===== config.mk =====
export PLATFORM = sky130hd
export DESIGN_NAME = uart_tx_p_flat
export DESIGN_NICKNAME = d
export VERILOG_FILES = /design/src/rtl/uart_tx_p_if.sv /design/src/rtl/uart_tx_p.sv /design/src/flat_wrapper.sv
export SDC_FILE = /design/constraint.sdc
export NUM_CORES = 1
export LEC_CHECK = 0
export ABC_CLOCK_PERIOD_IN_PS = 1700
export CORE_AREA = 2 2 51 53
export DETAILED_ROUTE_END_ITERATION = 10
export DIE_AREA = 0 0 53 55
export PLACE_DENSITY_LB_ADDON = 0.3
export SYNTH_ARGS = -nofsm -noshare
export SYNTH_HDL_FRONTEND = slang
export SYNTH_SLANG_ARGS = --single-unit
export TNS_END_PERCENT = 5

===== constraint.sdc =====
create_clock -name clk -period 1.7 [get_ports clk]
set_input_delay 0.34 -clock clk [delete_from_list [all_inputs] [get_ports clk]]
set_output_delay 0.34 -clock clk [all_outputs]
set_load 0.01 [all_outputs]

===== src/rtl/uart_tx_p_if.sv =====
// ---------------------------------------------------------------------------
// uart_tx_p_if
// FIFO read-port handshake between an external FIFO and the uart_tx_p
// transmitter.
//
// Signals:
//   data_rdy : FIFO -> TX  high while data holds a word ready to send
//   data     : FIFO -> TX  word to transmit (DBITS wide)
//   fetch    : TX -> FIFO  one-cycle pulse, the word on data was consumed
//
// Modports:
//   master : FIFO side (drives data_rdy/data, observes fetch)
//   slave  : transmitter side (observes data_rdy/data, drives fetch)
// ---------------------------------------------------------------------------
interface uart_tx_p_if #(
    parameter int DBITS = 8
) ();

    logic             data_rdy;
    logic [DBITS-1:0] data;
    logic             fetch;

    modport master (
        output data_rdy,
        output data,
        input  fetch
    );

    modport slave (
        input  data_rdy,
        input  data,
        output fetch
    );

endinterface


===== src/rtl/uart_tx_p.sv =====
// ---------------------------------------------------------------------------
// uart_tx_p
// Parametrised UART transmitter. Pulls words from an external FIFO through
// the data_rdy/fetch handshake and serialises them LSB first onto a single
// idle-high line: start bit, DBITS data bits, optional parity bit, SBITS stop
// bits. Every bit is held for DIV cycles of the system clock. When a word is
// waiting at the end of the last stop bit, the next start bit follows
// immediately with no idle gap.
//
// Parameters:
//   DBITS  : data bits per frame, 5..9
//   PARITY : 0 = none, 1 = odd, 2 = even
//   SBITS  : stop bits per frame, 1 or 2
//   DIV    : clk cycles per UART bit, >= 1
//
// Ports:
//   clk   : system clock, all logic on posedge
//   rst   : synchronous active-high reset
//   fifo  : uart_tx_p_if.slave (data_rdy, data in; fetch out)
//   out   : UART line, idle high, registered
//   busy  : high while a frame is on the line, registered
// ---------------------------------------------------------------------------
module uart_tx_p #(
    parameter int DBITS  = 8,
    parameter int PARITY = 0,
    parameter int SBITS  = 1,
    parameter int DIV    = 1
) (
    input  logic       clk,
    input  logic       rst,
    uart_tx_p_if.slave fifo,
    output logic       out,
    output logic       busy
);

    // Divider needs to hold 0..DIV-1; DIV = 1 still gets a 1-bit counter
    // that is permanently 0, so every cycle is a tick.
    localparam int            DW        = (DIV > 1) ? $clog2(DIV) : 1;
    localparam logic [DW-1:0] DIV_LAST  = DW'(DIV - 1);
    localparam logic [3:0]    LAST_DATA = 4'(DBITS - 1);
    localparam logic [3:0]    LAST_STOP = 4'(SBITS - 1);

    // Refuse to elaborate with parameter values the frame format cannot express.
    if (DBITS < 5 || DBITS > 9) begin : g_bad_dbits
        $fatal(1, "uart_tx_p: DBITS must be in 5..9");
    end
    if (PARITY < 0 || PARITY > 2) begin : g_bad_parity
        $fatal(1, "uart_tx_p: PARITY must be 0, 1 or 2");
    end
    if (SBITS < 1 || SBITS > 2) begin : g_bad_sbits
        $fatal(1, "uart_tx_p: SBITS must be 1 or 2");
    end
    if (DIV < 1) begin : g_bad_div
        $fatal(1, "uart_tx_p: DIV must be >= 1");
    end

    typedef enum logic [2:0] {
        IDLE  = 3'd0,
        START = 3'd1,
        DATA  = 3'd2,
        PAR   = 3'd3,
        STOP  = 3'd4
    } state_t;

    state_t           state_q, state_d;
    logic [DW-1:0]    div_q,   div_d;
    logic [3:0]       cnt_q,   cnt_d;
    logic [DBITS-1:0] shift_q, shift_d;
    logic             par_q,   par_d;
    logic             out_q,   out_d;
    logic             fetch_q, fetch_d;
    logic             busy_q,  busy_d;

    logic             tick;
    logic             accept;
    logic             par_calc;

    assign tick = (div_q == DIV_LAST);

    // Parity is taken from the word on the accept edge so later changes of
    // data cannot disturb the frame. With PARITY = 0 the value is unused.
    if (PARITY == 1) begin : g_par_odd
        assign par_calc = ~^fifo.data;
    end else begin : g_par_even
        assign par_calc = ^fifo.data;
    end

    always_comb begin
        state_d = state_q;
        div_d   = div_q;
        cnt_d   = cnt_q;
        shift_d = shift_q;
        par_d   = par_q;
        out_d   = out_q;
        fetch_d = 1'b0;
        busy_d  = busy_q;
        accept  = 1'b0;

        // Divider free-runs 0..DIV-1 during a frame and rests at 0 in IDLE.
        if (state_q == IDLE || tick) begin
            div_d = '0;
        end else begin
            div_d = div_q + DW'(1);
        end

        case (state_q)
            IDLE: begin
                if (fifo.data_rdy) begin
                    accept = 1'b1;
                end
            end

            START: begin
                if (tick) begin
                    state_d = DATA;
                    out_d   = shift_q[0];
                    shift_d = shift_q >> 1;
                    cnt_d   = '0;
                end
            end

            // cnt_q is the index of the data bit currently on the line.
            DATA: begin
                if (tick) begin
                    if (cnt_q == LAST_DATA) begin
                        cnt_d = '0;
                        if (PARITY != 0) begin
                            state_d = PAR;
                            out_d   = par_q;
                        end else begin
                            state_d = STOP;
                            out_d   = 1'b1;
                        end
                    end else begin
                        out_d   = shift_q[0];
                        shift_d = shift_q >> 1;
                        cnt_d   = cnt_q + 4'd1;
                    end
                end
            end

            PAR: begin
                if (tick) begin
                    state_d = STOP;
                    out_d   = 1'b1;
                    cnt_d   = '0;
                end
            end

            // cnt_q counts stop bits already completed; the final tick either
            // chains straight into the next frame or returns to IDLE.
            STOP: begin
                if (tick) begin
                    if (cnt_q == LAST_STOP) begin
                        if (fifo.data_rdy) begin
                            accept = 1'b1;
                        end else begin
                            state_d = IDLE;
                            busy_d  = 1'b0;
                            out_d   = 1'b1;
                            cnt_d   = '0;
                        end
                    end else begin
                        cnt_d = cnt_q + 4'd1;
                    end
                end
            end

            default: begin
                state_d = IDLE;
                out_d   = 1'b1;
                busy_d  = 1'b0;
                cnt_d   = '0;
                div_d   = '0;
            end
        endcase

        // Accepting a word: capture it, drive the start bit and pulse fetch,
        // all on the same edge.
        if (accept) begin
            state_d = START;
            shift_d = fifo.data;
            par_d   = par_calc;
            out_d   = 1'b0;
            fetch_d = 1'b1;
            busy_d  = 1'b1;
            cnt_d   = '0;
            div_d   = '0;
        end
    end

    always_ff @(posedge clk) begin
        if (rst) begin
            state_q <= IDLE;
            div_q   <= '0;
            cnt_q   <= '0;
            shift_q <= '0;
            par_q   <= 1'b0;
            out_q   <= 1'b1;
            fetch_q <= 1'b0;
            busy_q  <= 1'b0;
        end else begin
            state_q <= state_d;
            div_q   <= div_d;
            cnt_q   <= cnt_d;
            shift_q <= shift_d;
            par_q   <= par_d;
            out_q   <= out_d;
            fetch_q <= fetch_d;
            busy_q  <= busy_d;
        end
    end

    assign out        = out_q;
    assign busy       = busy_q;
    assign fifo.fetch = fetch_q;

endmodule


===== src/flat_wrapper.sv =====
// flat-port wrapper written by rule: the top's interface ports become plain ports
module uart_tx_p_flat 
#(
    parameter int DBITS  = 8,
    parameter int PARITY = 0,
    parameter int SBITS  = 1,
    parameter int DIV    = 1
)
  (clk, rst, out, busy, fifo_data_rdy, fifo_data, fifo_fetch);
  uart_tx_p_if #(.DBITS(DBITS)) fifo_i ();
  input  logic clk;
  input  logic rst;
  output logic out;
  output logic busy;
  input wire logic [$bits(fifo_i.data_rdy)-1:0] fifo_data_rdy;
  input wire logic [$bits(fifo_i.data)-1:0] fifo_data;
  output wire logic [$bits(fifo_i.fetch)-1:0] fifo_fetch;
  assign fifo_i.data_rdy = fifo_data_rdy;
  assign fifo_i.data = fifo_data;
  assign fifo_fetch = fifo_i.fetch;
  uart_tx_p #(.DBITS(DBITS), .PARITY(PARITY), .SBITS(SBITS), .DIV(DIV)) u_core (.clk(clk), .rst(rst), .fifo(fifo_i), .out(out), .busy(busy));
endmodule

==> impl_results.md <==
- Sw Ratio: 0.2711
- Largest net degree at the start of global routing: 14
- Die W: 53 um
- Synth-to-Final Area Change: 39.53%
- TritonRoute pass-1 iters: 4
- CP top delay family: simple AND/OR/NAND/NOR gates
- Slew Viols, Final: 0
- Top-area cell type share of the netlist area: 0.3744
- Critical path depth: 6
- Syn_area_per_cell: approximately 8.9 sq um
- Critical path type: flop to flop
- CTS max path bufs: 2
- Post-synthesis cell type count: 42
- Top post-synthesis cells by area: dfxtp_1 (37%), o221a_1 (7.8%), a21oi_1 (5.4%), inv_1 (3.7%), nor2_1 (3.0%)
- Crit path DAT: around 1900 ps
- Worst setup EP type: flop
- Worst setup SP type: flop
- Total power divided by cell area: around 680 nW/um^2
- Vias post-DR: ~960
- Comb pwr share: 0.245
- Share of cells above drive strength 1: 0.3108
- Largest stage delay, worst path: between 300 and 400 ps
- Initial antenna violation count: 0
- GR Util met2: 0.3063
- Synth Register Bits: 19
- Hold-fix buffers, CTS: 0
- IO buf count: 13
- Die height: 55 um
- Sink Count: 19
- DP Area: between 1000 and 1500 sq um
- RSZ-0062 raised after global routing: yes
- Buf+Inv Stages, Crit Path: 1
- Syn Nets: between 100 and 150
- Core ar.: 2365 sq um
- Initial DRC Count: 32
- Run status: completed
- Cell Area, Synth: between 1000 and 1500 sq um
- Routed WL per cell: between 10 and 15 um
- Critical path's slowest cell: or3b_1
- Design Power: just under 1 mW
- GRT Total Usage: 0.1769
- Clock Latency Late Sink: around 290 ps
- R2r startpoint: u_core.cnt_q[0]
- Critical path data required time: about 1900 ps
- Setup violators final: 0
- Setup WS post-layout: 29.30 ps
- R2R depth: 6
- RR Endpoint: u_core.out
- GPL Wtd Cong: 0.8606
- Post-route cell area: about 1400 sq um
- Fin Clk Skew: 3.466 ps
- Post-synth EDFFs: 0
- Row cnt: 18
- Final min period: roughly 1700 ps
- Fin. Hold Viols: 0
- Vias in the first global route: around 880
- GR Overflow Total: 0
- Met3 Use GR: 0.04570
- Via/cell ratio: about 5.4
- Crit-path max FO: 3
- N_diodes: 0
- Maxcap violations: 0
- Flop2flop setup slack: roughly 29 ps
- GRT met1 Usage: 0.2208
- Num CTS Buffers: 3
- DRC errors left: 0
- Final WL: 2387 um
- Switching power: around 0.26 mW
- Final worst-path cycle share: 0.9828
- Critical path endpoint: u_core.out
- Clock share of power: 0.235
- Int Power: approximately 0.7 mW
- Post-synth top area cell: dfxtp_1
- Synth Flop Type: dfxtp_1
- Hold_sp: u_core.shift_q[7]
- First-pass GRT wire length: ~3800 um
- CTS tree: done
- Placement-stage worst setup slack: -180.7 ps
- Leakage: roughly 0.57 nW
- Max Freq: approximately 600 MHz
- Antenna-violating nets left: 0
- Synthesized instance count: about 110
- GR peak layer: met2
- Ys async rst share: 0
- Flop pwr share: 0.520
- Post-synthesis sequential area ratio: 0.3744
- Clk slew on worst S/H paths: between 100 and 150 ps
- # H-tree levels: 1
- YS warnings: 0
- Initial core utilization: 0.4296
- CP Cell Sequence: buf_4, ha_4, and3b_2, or3b_1, a211oi_2, o211ai_1
- Nets: around 160
- CTS root buf: clkbuf_4
- CP startpoint: u_core.cnt_q[0]
- Die area: ~3000 sq um
- DP Wirelength: 1679 um
- Peak supply drop: approximately 770 uV
- Hold Path Class: flop to flop
- Io pins: 14
==> per-stage QoR <==
step	util	setup TNS, ps	std cells	hold slack [ps]
2_1_floorplan	-	0	114	459.0
3_3_place_gp	0.5508	-1022	172	469.8
3_5_place_dp	0.5508	-1604	172	485.0
4_1_cts	0.5831	0	178	501.3
5_1_grt	0.5995	-32.54	178	551.5
6_report	0.5995	0	178	495.6
==> cell usage in the layout (no fill, tap or decap), drive strengths merged <==
cell type,n
a211oi,1
a21oi,11
a2bb2oi,1
a31oi,2
and2,1
and3b,1
buf,25
clkbuf,3
clkdlybuf4s50,13
clkinv,1
conb,1
dfxtp,19
ha,2
inv,11
mux2,1
nand2,3
nand2b,3
nand3,2
nand3b,2
nor2,8
nor2b,1
nor3b,3
nor4,2
nor4b,1
nor4bb,1
o211ai,1
o21a,2
o21ai,3
o21bai,2
o221a,7
o221ai,1
o22ai,2
o2bb2ai,1
o31ai,1
o32a,1
or3,3
or3b,2
or4b,1
xnor2,2
==> layer usage <==
layer	wire length (um)	share of wire	vias up
li1	-	-	483
met1	1125	0.47	452
met2	1135	0.48	18
met3	94	0.039	4
met4	31	0.013	0
met5	0	0	-
==> cells by family (layout without fill, tap and decap cells) <==
family	count (synthesis)	in the layout	share of synthesized area
muxes	1	1	0.01108
adders and majority gates	2	2	0.02463
buffers and inverters	19	53	0.09359
AOI/OAI and AO/OA	36	36	0.2586
DFF	19	19	0.3744
and+or+nand+nor	34	34	0.2167
xor gates and xnor gates	2	2	0.01724
other	1	1	0.003691
==> area by class of cell <==
type / count / area (sq um)
fill: 217 / 947.2
multi-input combinational: 76 / 609.3
sequential: 19 / 384.1
timing repair buffer: 38 / 317.8
inverter: 11 / 41.29
tap: 30 / 37.54
clock buffer: 3 / 22.52
clock inverter: 1 / 5.005
==> sequential cells by signal, indices dropped and copies added (netlist names) <==
signal,cells
u_core.busy,1
u_core.cnt_q,4
u_core.fifo.fetch,1
u_core.shift_q,8
u_core.div_q,1
u_core.state_q,3
u_core.out,1
==> Yosys cell counts (2+ instances only) <==
| library cell | count |
|---|---|
| o21ai_0 | 3 |
| o22ai_1 | 2 |
| dfxtp_1 | 19 |
| or3_1 | 3 |
| a21oi_1 | 11 |
| nand3b_1 | 2 |
| a31oi_1 | 2 |
| buf_6 | 2 |
| o221a_1 | 7 |
| nor3b_1 | 3 |
| nor2_1 | 8 |
| o21bai_1 | 2 |
| nand3_1 | 2 |
| xnor2_1 | 2 |
| nand2_1 | 3 |
| nor4_1 | 2 |
| inv_1 | 10 |
| nand2b_1 | 2 |
| ha_1 | 2 |
| buf_2 | 4 |
| o21a_1 | 2 |
==> worst reg2reg max path: stages (launching register included) <==
cell	delay (ps)
dfxtp_2	340
buf_4	140
ha_4	160
and3b_2	220
or3b_1	400
a211oi_2	180
o211ai_1	120
==> power groups by stage <==
| stage | combinational, mW | sequential, mW | clock, mW |
|---|---|---|---|
| floorplan | 0.122 | 0.506 | 0 |
| global placement | 0.210 | 0.507 | 0 |
| detailed placement | 0.214 | 0.507 | 0 |
| CTS | 0.227 | 0.499 | 0.235 |
| global route | 0.256 | 0.504 | 0.253 |
| finish | 0.235 | 0.500 | 0.225 |
==> what timing repair did <==
action,4_1_cts,5_1_grt
buffers inserted,2,1
resized for setup,11,7
setup endpoints to repair,3,10
pin swaps,5,8
==> worst min path at each step <==
stage,endpoint,slack (ps),cells past startpoint
2_1_floorplan,u_core.shift_q[7],460,2
3_3_place_gp,u_core.shift_q[7],470,2
3_5_place_dp,u_core.shift_q[7],480,2
4_1_cts,u_core.shift_q[7],500,2
5_1_grt,u_core.shift_q[7],550,2
6_report,u_core.shift_q[7],500,2
Power figures use the tool's default switching activity.
